`src/rtl/spi_xfer_ctrl_pkg.sv`:
```
// Shared definitions for the SPI transfer sequencer: CPU move-interface widths and opcodes,
// register map, STATUS bit positions and FSM state encoding.
`ifndef SPI_XFER_CTRL_DEFS
`define SPI_XFER_CTRL_DEFS
`define W_REG 5
`define W_CPU 32
`define W_SPI_CTRL 2
`define MT 2'd1
`define MF 2'd2
`endif

package spi_xfer_ctrl_pkg;

  localparam logic [`W_REG-1:0] SPI_CTRL   = `W_REG'(0);
  localparam logic [`W_REG-1:0] SPI_STATUS = `W_REG'(1);
  localparam logic [`W_REG-1:0] SPI_TXDATA = `W_REG'(2);
  localparam logic [`W_REG-1:0] SPI_RXDATA = `W_REG'(3);

  localparam int ST_BUSY  = 0;
  localparam int ST_TXF   = 1;
  localparam int ST_RXF   = 2;
  localparam int ST_DONE  = 3;
  localparam int ST_RXOVF = 4;
  localparam int ST_TXOVF = 5;

  typedef enum logic [2:0] {
    IDLE,
    SETUP,
    LOAD,
    SHIFT,
    HOLD
  } state_t;

endpackage

```
`src/rtl/spi_xfer_ctrl.sv`:
```
// CP0-mapped SPI burst sequencer: one-entry TX/RX holding registers, chip-select framing,
// byte-at-a-time start/done handshake with the shift engines.
module spi_xfer_ctrl
  import spi_xfer_ctrl_pkg::*;
#(
  parameter int W_DATA   = 8,
  parameter int W_LEN    = 8,
  parameter int CS_SETUP = 2,
  parameter int CS_HOLD  = 2
) (
  input  logic                   clk,
  input  logic                   rst,
  input  logic [`W_REG-1:0]      addr,
  input  logic [`W_CPU-1:0]      wd,
  input  logic [`W_SPI_CTRL-1:0] ctrl,
  output logic [`W_CPU-1:0]      data_out,
  output logic                   eng_start,
  output logic [W_DATA-1:0]      eng_tx_data,
  input  logic                   eng_done,
  input  logic [W_DATA-1:0]      eng_rx_data,
  output logic                   spi_cs_n,
  output logic                   irq
);

  localparam int CYC_MAX = (CS_SETUP > CS_HOLD) ? CS_SETUP : CS_HOLD;
  localparam int W_CYC   = $clog2(CYC_MAX + 1);

  state_t             state_q;
  logic [W_CYC-1:0]   cyc_q;
  logic [W_LEN-1:0]   cnt_q, len_q;
  logic               go_q, abort_q, irq_en_q, cs_n_q, eng_start_q;
  logic [W_DATA-1:0]  eng_tx_data_q;
  logic [W_DATA-1:0]  tx_q, tx_d, rx_q, rx_d;
  logic               tx_full_q, tx_full_d, rx_full_q, rx_full_d;
  logic               done_q, done_d, rx_ovf_q, rx_ovf_d, tx_ovf_q, tx_ovf_d;

  logic wr, rd, wr_ctrl, wr_stat, wr_tx, rd_rx, pop, cap, fin;
  logic unused_wd;

  assign wr      = (ctrl == `MT);
  assign rd      = (ctrl == `MF);
  assign wr_ctrl = wr && (addr == SPI_CTRL);
  assign wr_stat = wr && (addr == SPI_STATUS);
  assign wr_tx   = wr && (addr == SPI_TXDATA);
  assign rd_rx   = rd && (addr == SPI_RXDATA);
  assign pop     = (state_q == LOAD) && tx_full_q && !abort_q;
  assign cap     = (state_q == SHIFT) && eng_done;
  assign fin     = (state_q == HOLD) && (cyc_q == W_CYC'(CS_HOLD - 1));
  assign unused_wd = ^wd[`W_CPU-1:8+W_LEN];

  // A pop and a CPU access in the same cycle both resolve in favour of the CPU's view.
  always_comb begin
    tx_d      = tx_q;
    tx_full_d = tx_full_q;
    tx_ovf_d  = tx_ovf_q;
    rx_d      = rx_q;
    rx_full_d = rx_full_q;
    rx_ovf_d  = rx_ovf_q;
    done_d    = done_q;
    if (pop) tx_full_d = 1'b0;
    if (wr_tx) begin
      if (tx_full_q && !pop) begin
        tx_ovf_d = 1'b1;
      end else begin
        tx_d      = wd[W_DATA-1:0];
        tx_full_d = 1'b1;
      end
    end
    if (rd_rx) rx_full_d = 1'b0;
    if (cap) begin
      if (rx_full_q && !rd_rx) begin
        rx_ovf_d = 1'b1;
      end else begin
        rx_d      = eng_rx_data;
        rx_full_d = 1'b1;
      end
    end
    if (wr_stat) begin
      if (wd[ST_DONE])  done_d   = 1'b0;
      if (wd[ST_RXOVF]) rx_ovf_d = 1'b0;
      if (wd[ST_TXOVF]) tx_ovf_d = 1'b0;
    end
    if (fin) done_d = 1'b1;
  end

  always_ff @(posedge clk or negedge rst) begin
    if (!rst) begin
      state_q       <= IDLE;
      cyc_q         <= '0;
      cnt_q         <= '0;
      len_q         <= '0;
      go_q          <= 1'b0;
      abort_q       <= 1'b0;
      irq_en_q      <= 1'b0;
      cs_n_q        <= 1'b1;
      eng_start_q   <= 1'b0;
      eng_tx_data_q <= '0;
      tx_q          <= '0;
      tx_full_q     <= 1'b0;
      tx_ovf_q      <= 1'b0;
      rx_q          <= '0;
      rx_full_q     <= 1'b0;
      rx_ovf_q      <= 1'b0;
      done_q        <= 1'b0;
    end else begin
      tx_q        <= tx_d;
      tx_full_q   <= tx_full_d;
      tx_ovf_q    <= tx_ovf_d;
      rx_q        <= rx_d;
      rx_full_q   <= rx_full_d;
      rx_ovf_q    <= rx_ovf_d;
      done_q      <= done_d;
      eng_start_q <= 1'b0;
      go_q        <= wr_ctrl && wd[0] && (state_q == IDLE);
      if (wr_ctrl) begin
        irq_en_q <= wd[2];
        len_q    <= wd[8 +: W_LEN];
      end
      if (wr_ctrl && wd[1] && (state_q != IDLE)) abort_q <= 1'b1;
      case (state_q)
        IDLE: begin
          abort_q <= 1'b0;
          if (go_q) begin
            state_q <= SETUP;
            cnt_q   <= len_q;
            cyc_q   <= '0;
            cs_n_q  <= 1'b0;
          end
        end
        SETUP: begin
          if (abort_q) begin
            state_q <= HOLD;
            cyc_q   <= '0;
          end else if (cyc_q == W_CYC'(CS_SETUP - 1)) begin
            state_q <= LOAD;
            cyc_q   <= '0;
          end else begin
            cyc_q <= cyc_q + W_CYC'(1);
          end
        end
        LOAD: begin
          if (abort_q) begin
            state_q <= HOLD;
            cyc_q   <= '0;
          end else if (tx_full_q) begin
            eng_tx_data_q <= tx_q;
            eng_start_q   <= 1'b1;
            state_q       <= SHIFT;
          end
        end
        SHIFT: begin
          if (eng_done) begin
            if (abort_q || (cnt_q == '0)) begin
              state_q <= HOLD;
              cyc_q   <= '0;
            end else begin
              cnt_q   <= cnt_q - W_LEN'(1);
              state_q <= LOAD;
            end
          end
        end
        HOLD: begin
          abort_q <= 1'b0;
          if (fin) begin
            state_q <= IDLE;
            cs_n_q  <= 1'b1;
          end else begin
            cyc_q <= cyc_q + W_CYC'(1);
          end
        end
        default: state_q <= IDLE;
      endcase
    end
  end

  always_comb begin
    data_out = '0;
    if (rd) begin
      case (addr)
        SPI_CTRL: begin
          data_out[8 +: W_LEN] = len_q;
          data_out[2]          = irq_en_q;
        end
        SPI_STATUS: begin
          data_out[ST_BUSY]  = (state_q != IDLE);
          data_out[ST_TXF]   = tx_full_q;
          data_out[ST_RXF]   = rx_full_q;
          data_out[ST_DONE]  = done_q;
          data_out[ST_RXOVF] = rx_ovf_q;
          data_out[ST_TXOVF] = tx_ovf_q;
        end
        SPI_RXDATA: data_out[W_DATA-1:0] = rx_q;
        default: ;
      endcase
    end
  end

  assign eng_start   = eng_start_q;
  assign eng_tx_data = eng_tx_data_q;
  assign spi_cs_n    = cs_n_q;
  assign irq         = done_q & irq_en_q;

endmodule

```
`config.mk`:
```
export PLATFORM = sky130hd
export DESIGN_NAME = spi_xfer_ctrl
export DESIGN_NICKNAME = d
export VERILOG_FILES = /design/src/rtl/spi_xfer_ctrl_pkg.sv /design/src/rtl/spi_xfer_ctrl.sv
export SDC_FILE = /design/constraint.sdc
export NUM_CORES = 1
export LEC_CHECK = 0
export ABC_AREA = 0
export BUFFER_PORTS_ARGS = -buffer_cell sky130_fd_sc_hd__buf_2
export CAP_MARGIN = 25
export CORE_UTILIZATION = 54
export DETAILED_ROUTE_END_ITERATION = 12
export HOLD_SLACK_MARGIN = 0.03
export PLACE_DENSITY_LB_ADDON = 0.2
export SLEW_MARGIN = 10
export SYNTH_ARGS = -nofsm -noshare
export SYNTH_HDL_FRONTEND = slang
export SYNTH_SLANG_ARGS = --single-unit
```
`constraint.sdc`:
```
create_clock -name clk -period 6 [get_ports clk]
set_clock_uncertainty 0.05 [all_clocks]
set_input_delay 0 -clock clk [delete_from_list [all_inputs] [get_ports clk]]
set_output_delay 0 -clock clk [all_outputs]
set_load 0.02 [all_outputs]
```
* Word level (Yosys, flattened, before mapping)
Index checks and enable logic that the tools add are counted.
** Storage, ports and cells
- Bits in writable memories :: 0
- Output and inout bits :: 43
- Logic and storage cells :: 131
- Latch bits :: 0
- Bits of input ports :: 50
- Register bits after elaboration :: 55
- ROM bits :: 0
- Memories kept :: 0
** Operators by class
- Shift operators :: 0
- Bitwise logic cells :: 4
- Add/subtract/negate cells :: 2
- Multipliers :: 0
- Eq/ne operators :: 19
- Order comparisons :: 0
- Reduce and logical (&&, ||, !) cells :: 37
- Multiplexer cells :: 52
- Div/mod/pow operators :: 0
** Operator list (count)
- $mux W8 :: 4
- $mux W1 :: 24
- $mux W3 :: 8
- $mux W16 :: 1
- $mux W2 :: 8
- $pmux W8 S2 :: 1
- $pmux W3 S5 :: 1
- $logic_and A1 B1 Y1 :: 14
- $ne A2 B2 Y1 const B :: 6
- $eq A5 B2 Y1 const B :: 2
- $pmux W2 S5 :: 1
- $reduce_bool A2 Y1 :: 5
- $logic_not A8 Y1 :: 1
- $sub A8 B1 Y8 const B :: 1
- $eq A3 B2 Y1 const B :: 2
- $ne A3 B3 Y1 const B :: 2
- $pmux W3 S2 :: 1
- $reduce_and A2 Y1 :: 3
- $reduce_and A3 Y1 :: 2
- $reduce_and A6 Y1 :: 1
- $eq A5 B1 Y1 const B :: 1
- $logic_not A5 Y1 :: 1
- $reduce_and A5 Y1 :: 1
- $reduce_bool A5 Y1 :: 1
- other kinds (17) :: 22

* Depth between registers and ports, before layout
- Word-level depth :: 9
- Gate-level depth with buffers :: 6
- Depth with buffers taken out :: 6

* Least setup slack after synthesis
Ideal clock, no wire load.
- Kind :: register to register
- Start :: register cnt_q[0]
- End :: register cnt_q[1]
- Path buffers :: 0
- Setup time :: 128 ps
- Stages on the path, launching flop included :: 7
- Setup slack :: 4028 ps
- Required time :: 5822 ps
- Period minus slack after synthesis :: 1972 ps
- Arrival time :: 1794 ps
- Path through :: dfrtp_1 > inv_1 > ha_1 > or3b_2 > o21a_1 > o21ai_4 > mux2_1
** On the way
- Cells in the longest elaborated chain, start to end :: 4
- Elaborated cells between the ends (all ways) :: 8
- Those cells by class :: 1 x add/sub; 1 x eq/ne; 3 x mux; 3 x reduce/logical
** Ends and longest elaborated chain
- from (decl) :: RTL line spi_xfer_ctrl.sv:30 : logic [W_LEN-1:0] cnt_q, len_q;
- from (signal assigned) :: RTL line spi_xfer_ctrl.sv:125 : cnt_q <= len_q;
- from (signal assigned) :: RTL line spi_xfer_ctrl.sv:157 : cnt_q <= cnt_q - W_LEN'(1);
- $sub A8 B1 Y8 / $logic_not A8 Y1 (equally long branches) :: RTL line spi_xfer_ctrl.sv:157, spi_xfer_ctrl.sv:153
- $mux W8 / $logic_or A1 B1 Y1 (equally long branches) :: RTL line spi_xfer_ctrl.sv:153 : if (abort_q || (cnt_q == '0)) begin
- $mux W8 / $ne A2 B2 Y1 (equally long branches)
- $pmux W8 S2 / $reduce_and A4 Y1 (equally long branches)
Parallel ways exist; a longest one is shown, timed or not. The select of a mux whose other input is x is not followed.
A chain may end at the register's enable or synchronous reset.

* Worst setup path in the final report
- Start :: register state_q[2]
- End :: register tx_q[2]
** On the way
- Cells in the longest elaborated chain, start to end :: 7
** Ends and longest elaborated chain
- from (decl) :: RTL line spi_xfer_ctrl.sv:28 : state_t state_q;
- from (signal assigned) :: RTL line spi_xfer_ctrl.sv:88 : state_q <= IDLE;
- from (signal assigned) :: RTL line spi_xfer_ctrl.sv:124 : state_q <= SETUP;
- from (signal assigned) :: RTL line spi_xfer_ctrl.sv:132 : state_q <= HOLD;
- $eq A3 B2 Y1 :: RTL line spi_xfer_ctrl.sv:46 : assign pop = (state_q == LOAD) && tx_full_q && !abort_q;
- $logic_and A1 B1 Y1 (2 in series) :: RTL line spi_xfer_ctrl.sv:46
- $logic_not A1 Y1 :: RTL line spi_xfer_ctrl.sv:62 : if (tx_full_q && !pop) begin
- $logic_and A1 B1 Y1 :: RTL line spi_xfer_ctrl.sv:62
- $not A1 Y1 (no line)
- $reduce_and A2 Y1 (no line)
- to (signal assigned) :: RTL line spi_xfer_ctrl.sv:106 : tx_q <= tx_d;
- to (decl) :: RTL line spi_xfer_ctrl.sv:33 : logic [W_DATA-1:0] tx_q, tx_d, rx_q, rx_d;
No other way between the ends.

==> results.sh <==
export IMPL_hold_viol_final=0
export IMPL_place_congestion=0.845
export IMPL_power_frac_comb_pct=37.6
export IMPL_crit_fanout=20
export IMPL_start_util_pct=56.7
export IMPL_synth_top_cell_by_area="dfrtp_1"
export IMPL_clock_sinks=55
export IMPL_h_tree_depth=2
export IMPL_die_w_um=75.5
export IMPL_clockPowerShare_pct=19.5
export IMPL_syn_to_final_growth_pct=22.3
export IMPL_critPathSlowestCell="nor2b_1"
export IMPL_relSlewSlack_pct=48.7
export IMPL_maxCapViolCount=0
export IMPL_met1_usage_pct=34.1
export IMPL_syn_area_per_cell_um2=11.0
export IMPL_root_buffer="clkbuf_8"
export IMPL_setup_viol=0
export IMPL_layout_drive_gt1_share_pct=27.6
export IMPL_cp_end_kind="flop"
export IMPL_async_reset_ff_share_pct=100
export IMPL_hpwl_um=4190
export IMPL_nFillCells=425
export IMPL_ys_ff_latch=55
export IMPL_numCtsBuffers=5
export IMPL_synth_cell_types=56
export IMPL_internal_power_uw=812
export IMPL_remaining_drc_errors=0
export IMPL_top_usage_layer="met2"
export IMPL_crit_arrival_ns=2.47
export IMPL_rsz0062_at_grt="false"
export IMPL_fin_nets=401
export IMPL_final_core_util_pct=69.4
export IMPL_switchingPower_uw=481
export IMPL_post_cts_buffers=0
export IMPL_vdd_ir_drop_max_mv=0.230
export IMPL_wl_um=6410
export IMPL_first_iter_violations=161
export IMPL_synthTopCellsByArea="dfrtp_1 46%, mux2_2 7.3%, mux2_1 6.6%, buf_4 4.1%, and2_1 2.6%"
export IMPL_grt_pass1_vias=2127
export IMPL_grt_pass1_wl_um=10400
export IMPL_power_density_mw_per_mm2=363
export IMPL_viasPerCell=5.52
export IMPL_drtPass1Iterations=4
export IMPL_grt_max_degree=56
export IMPL_grtUsageMet2_pct=40.8
export IMPL_hp_class="input pin to flop"
export IMPL_fmax_ghz=0.429
export IMPL_overflow=0
export IMPL_placed_area_mm2=0.00319
export IMPL_cts_buffer_depth=2
export IMPL_fin_area_mm2=0.00356
export IMPL_post_route_period_util_pct=38.8
export IMPL_yosysTopAreaCellShare_pct=46.4
export IMPL_critPathRequiredTime_ns=6.14
export IMPL_pin_count=93
export IMPL_leakage_nw=1.77
export IMPL_p_seq_share_pct=43.0
export IMPL_tightest_slew_ns=0.768
export IMPL_netSwitchingFraction_pct=37.2
export IMPL_status="finished clean"
export IMPL_ant_nets=0
export IMPL_synth_seq_area_share_pct=47.3
export IMPL_design_core_area_mm2=0.00514
export IMPL_syn_area_mm2=0.00292
export IMPL_hold_worst_slack_ns=0.0365
export IMPL_die_h_um=75.5
export IMPL_path_cells="nand2b_1 -> o31a_1 -> nor2b_1 -> mux2_1"
export IMPL_synth_warnings=0
export IMPL_crit_type="flop to flop"
export IMPL_antenna_found_initial=0
export IMPL_num_vias=2309
export IMPL_synth_edff_count=0
export IMPL_critPathBufInv=0
export IMPL_fp_row_count=26
export IMPL_grt_total_usage_pct=24.8
export IMPL_maxSlewViolCount=0
export IMPL_synthFlopType="dfrtp_1"
export IMPL_met3_usage_pct=4.63
export IMPL_critPathTopFamily="simple AND/OR/NAND/NOR gates"
export IMPL_critPathMaxStageDelay_ns=0.61
export IMPL_finalSetupTns_ns=0
export IMPL_syn_inst=266
export IMPL_cts_tree="built"
export IMPL_io_buffers=60
export IMPL_wire_per_inst_um=15.3
export IMPL_dieArea_mm2=0.00570
export IMPL_clk_latency_ns=0.31
export IMPL_crit_path_start_kind="flop"
export IMPL_fin_crit_ns=2.33
export IMPL_path_clk_slew_ns=0.11
export IMPL_antennaDiodeCount=0
## worst reg2reg max path: cells and delay by family (launching register included)
family           cells  cell delay [ns]
AO/OA/AOI/OAI        1             0.29
flip-flops           1             0.58
AND/OR/NAND/NOR      2             0.89
multiplexers         1             0.39
## power groups by stage
stage	clock network, mW	registers, mW	logic, mW
after floorplan	0	0.524	0.398
after global placement	0	0.553	0.457
after detailed placement	0	0.559	0.466
after CTS	0.255	0.553	0.483
after global routing	0.270	0.573	0.541
final	0.252	0.555	0.485
## final timing paths
| check | from | to | slack [ns] | cells after the start |
|---|---|---|---|---|
| max in group asynchronous | rst | cnt_q[5] | 5.13 | 3 |
| hold / removal | ctrl[0] | rx_full_q | 0.04 | 4 |
| setup / recovery | state_q[2] | tx_q[2] | 3.67 | 4 |
| min in group asynchronous | rst | rx_q[1] | 0.29 | 3 |
| hold reg to reg | tx_q[4] | tx_q[4] | 0.45 | 1 |
| setup reg to reg | state_q[2] | tx_q[2] | 3.67 | 4 |
## flip-flops by register name, summed over array words and instances, names as in the netlist
| signal | cells |
|---|---|
| go_q | 1 |
| abort_q | 1 |
| len_q | 8 |
| done_q | 1 |
| eng_start | 1 |
| irq_en_q | 1 |
| tx_ovf_q | 1 |
| rx_q | 8 |
| cyc_q | 2 |
| cnt_q | 8 |
| state_q | 3 |
| tx_q | 8 |
| spi_cs_n | 1 |
| rx_ovf_q | 1 |
| rx_full_q | 1 |
| eng_tx_data | 8 |
| tx_full_q | 1 |
## cell type report
class | instances | area (µm²) | share of cell area, %
clock buffers | 6 | 72.6 | 2.04
clock inverters | 2 | 38.8 | 1.09
inverters | 9 | 33.8 | 0.948
multi-input cells | 189 | 1390 | 38.9
flip-flops and latches | 55 | 1380 | 38.6
well taps | 70 | 87.6 | 2.46
repair buffers | 87 | 568 | 15.9
## metrics by stage
| step | setup slack [ns] | cells | total power, mW |
|---|---|---|---|
| after floorplan | 4.03 | 281 | 0.922 |
| after global placement | 3.71 | 384 | 1.01 |
| after detailed placement | 3.67 | 384 | 1.03 |
| after CTS | 3.64 | 418 | 1.29 |
| after global routing | 3.52 | 418 | 1.38 |
| final | 3.67 | 418 | 1.29 |
## timing repair
action                                  in CTS  in global routing
endpoints found under the setup margin       0                  0
endpoints found under the hold margin       85                  0
resized for setup                            0                  0
hold buffers                                26                  0
## cells in the final DEF (no fill, tap or decap), types with 3 or more instances in the layout
cell / count
mux2_1: 17
o21ai_0: 5
nor2b_1: 3
nor3_1: 6
mux2_2: 19
o22a_1: 3
dlygate4sd3_1: 26
dfrtp_1: 54
o21ai_1: 4
clkbuf_8: 5
nor4_1: 3
buf_2: 60
o31a_1: 3
a211oi_1: 3
conb_1: 16
nor3b_1: 5
nor2_1: 14
o22ai_1: 3
a21oi_1: 10
inv_1: 9
and2_1: 12
nand2_1: 9
ha_1: 4
and3_1: 5
a31oi_1: 5
a22o_1: 6
## synth_stat cells (all sizes together), types with 3 or more instances
| cell | count |
|---|---|
| o21ai | 11 |
| o22a | 3 |
| mux2 | 36 |
| nor2b | 3 |
| nor3 | 6 |
| and3 | 5 |
| dfrtp | 54 |
| buf | 22 |
| o31a | 3 |
| nor4 | 4 |
| a21oi | 10 |
| a211oi | 3 |
| inv | 9 |
| nand2 | 9 |
| a22o | 6 |
| clkbuf | 6 |
| nor3b | 5 |
| and2 | 12 |
| o22ai | 3 |
| ha | 4 |
| nor2 | 14 |
| a31oi | 5 |
## layer usage
layer | up-vias | share of wire (%)
li1 | 1097 | -
met1 | 1138 | 45
met2 | 66 | 51
met3 | 8 | 3.7
met4 | 0 | 0.95
met5 | - | 0
## logic make-up after synthesis
group	after synthesis	synth area share, %
AND/OR/NAND/NOR	74	15.2
multiplexers	37	14.2
buffers and inverters	37	7.12
adder cells (fa/ha/maj)	4	1.72
AO/OA/AOI/OAI	58	14.4
other	1	0.129
flip-flops	55	47.3
Note: power is estimated with default switching activity, not from simulation.
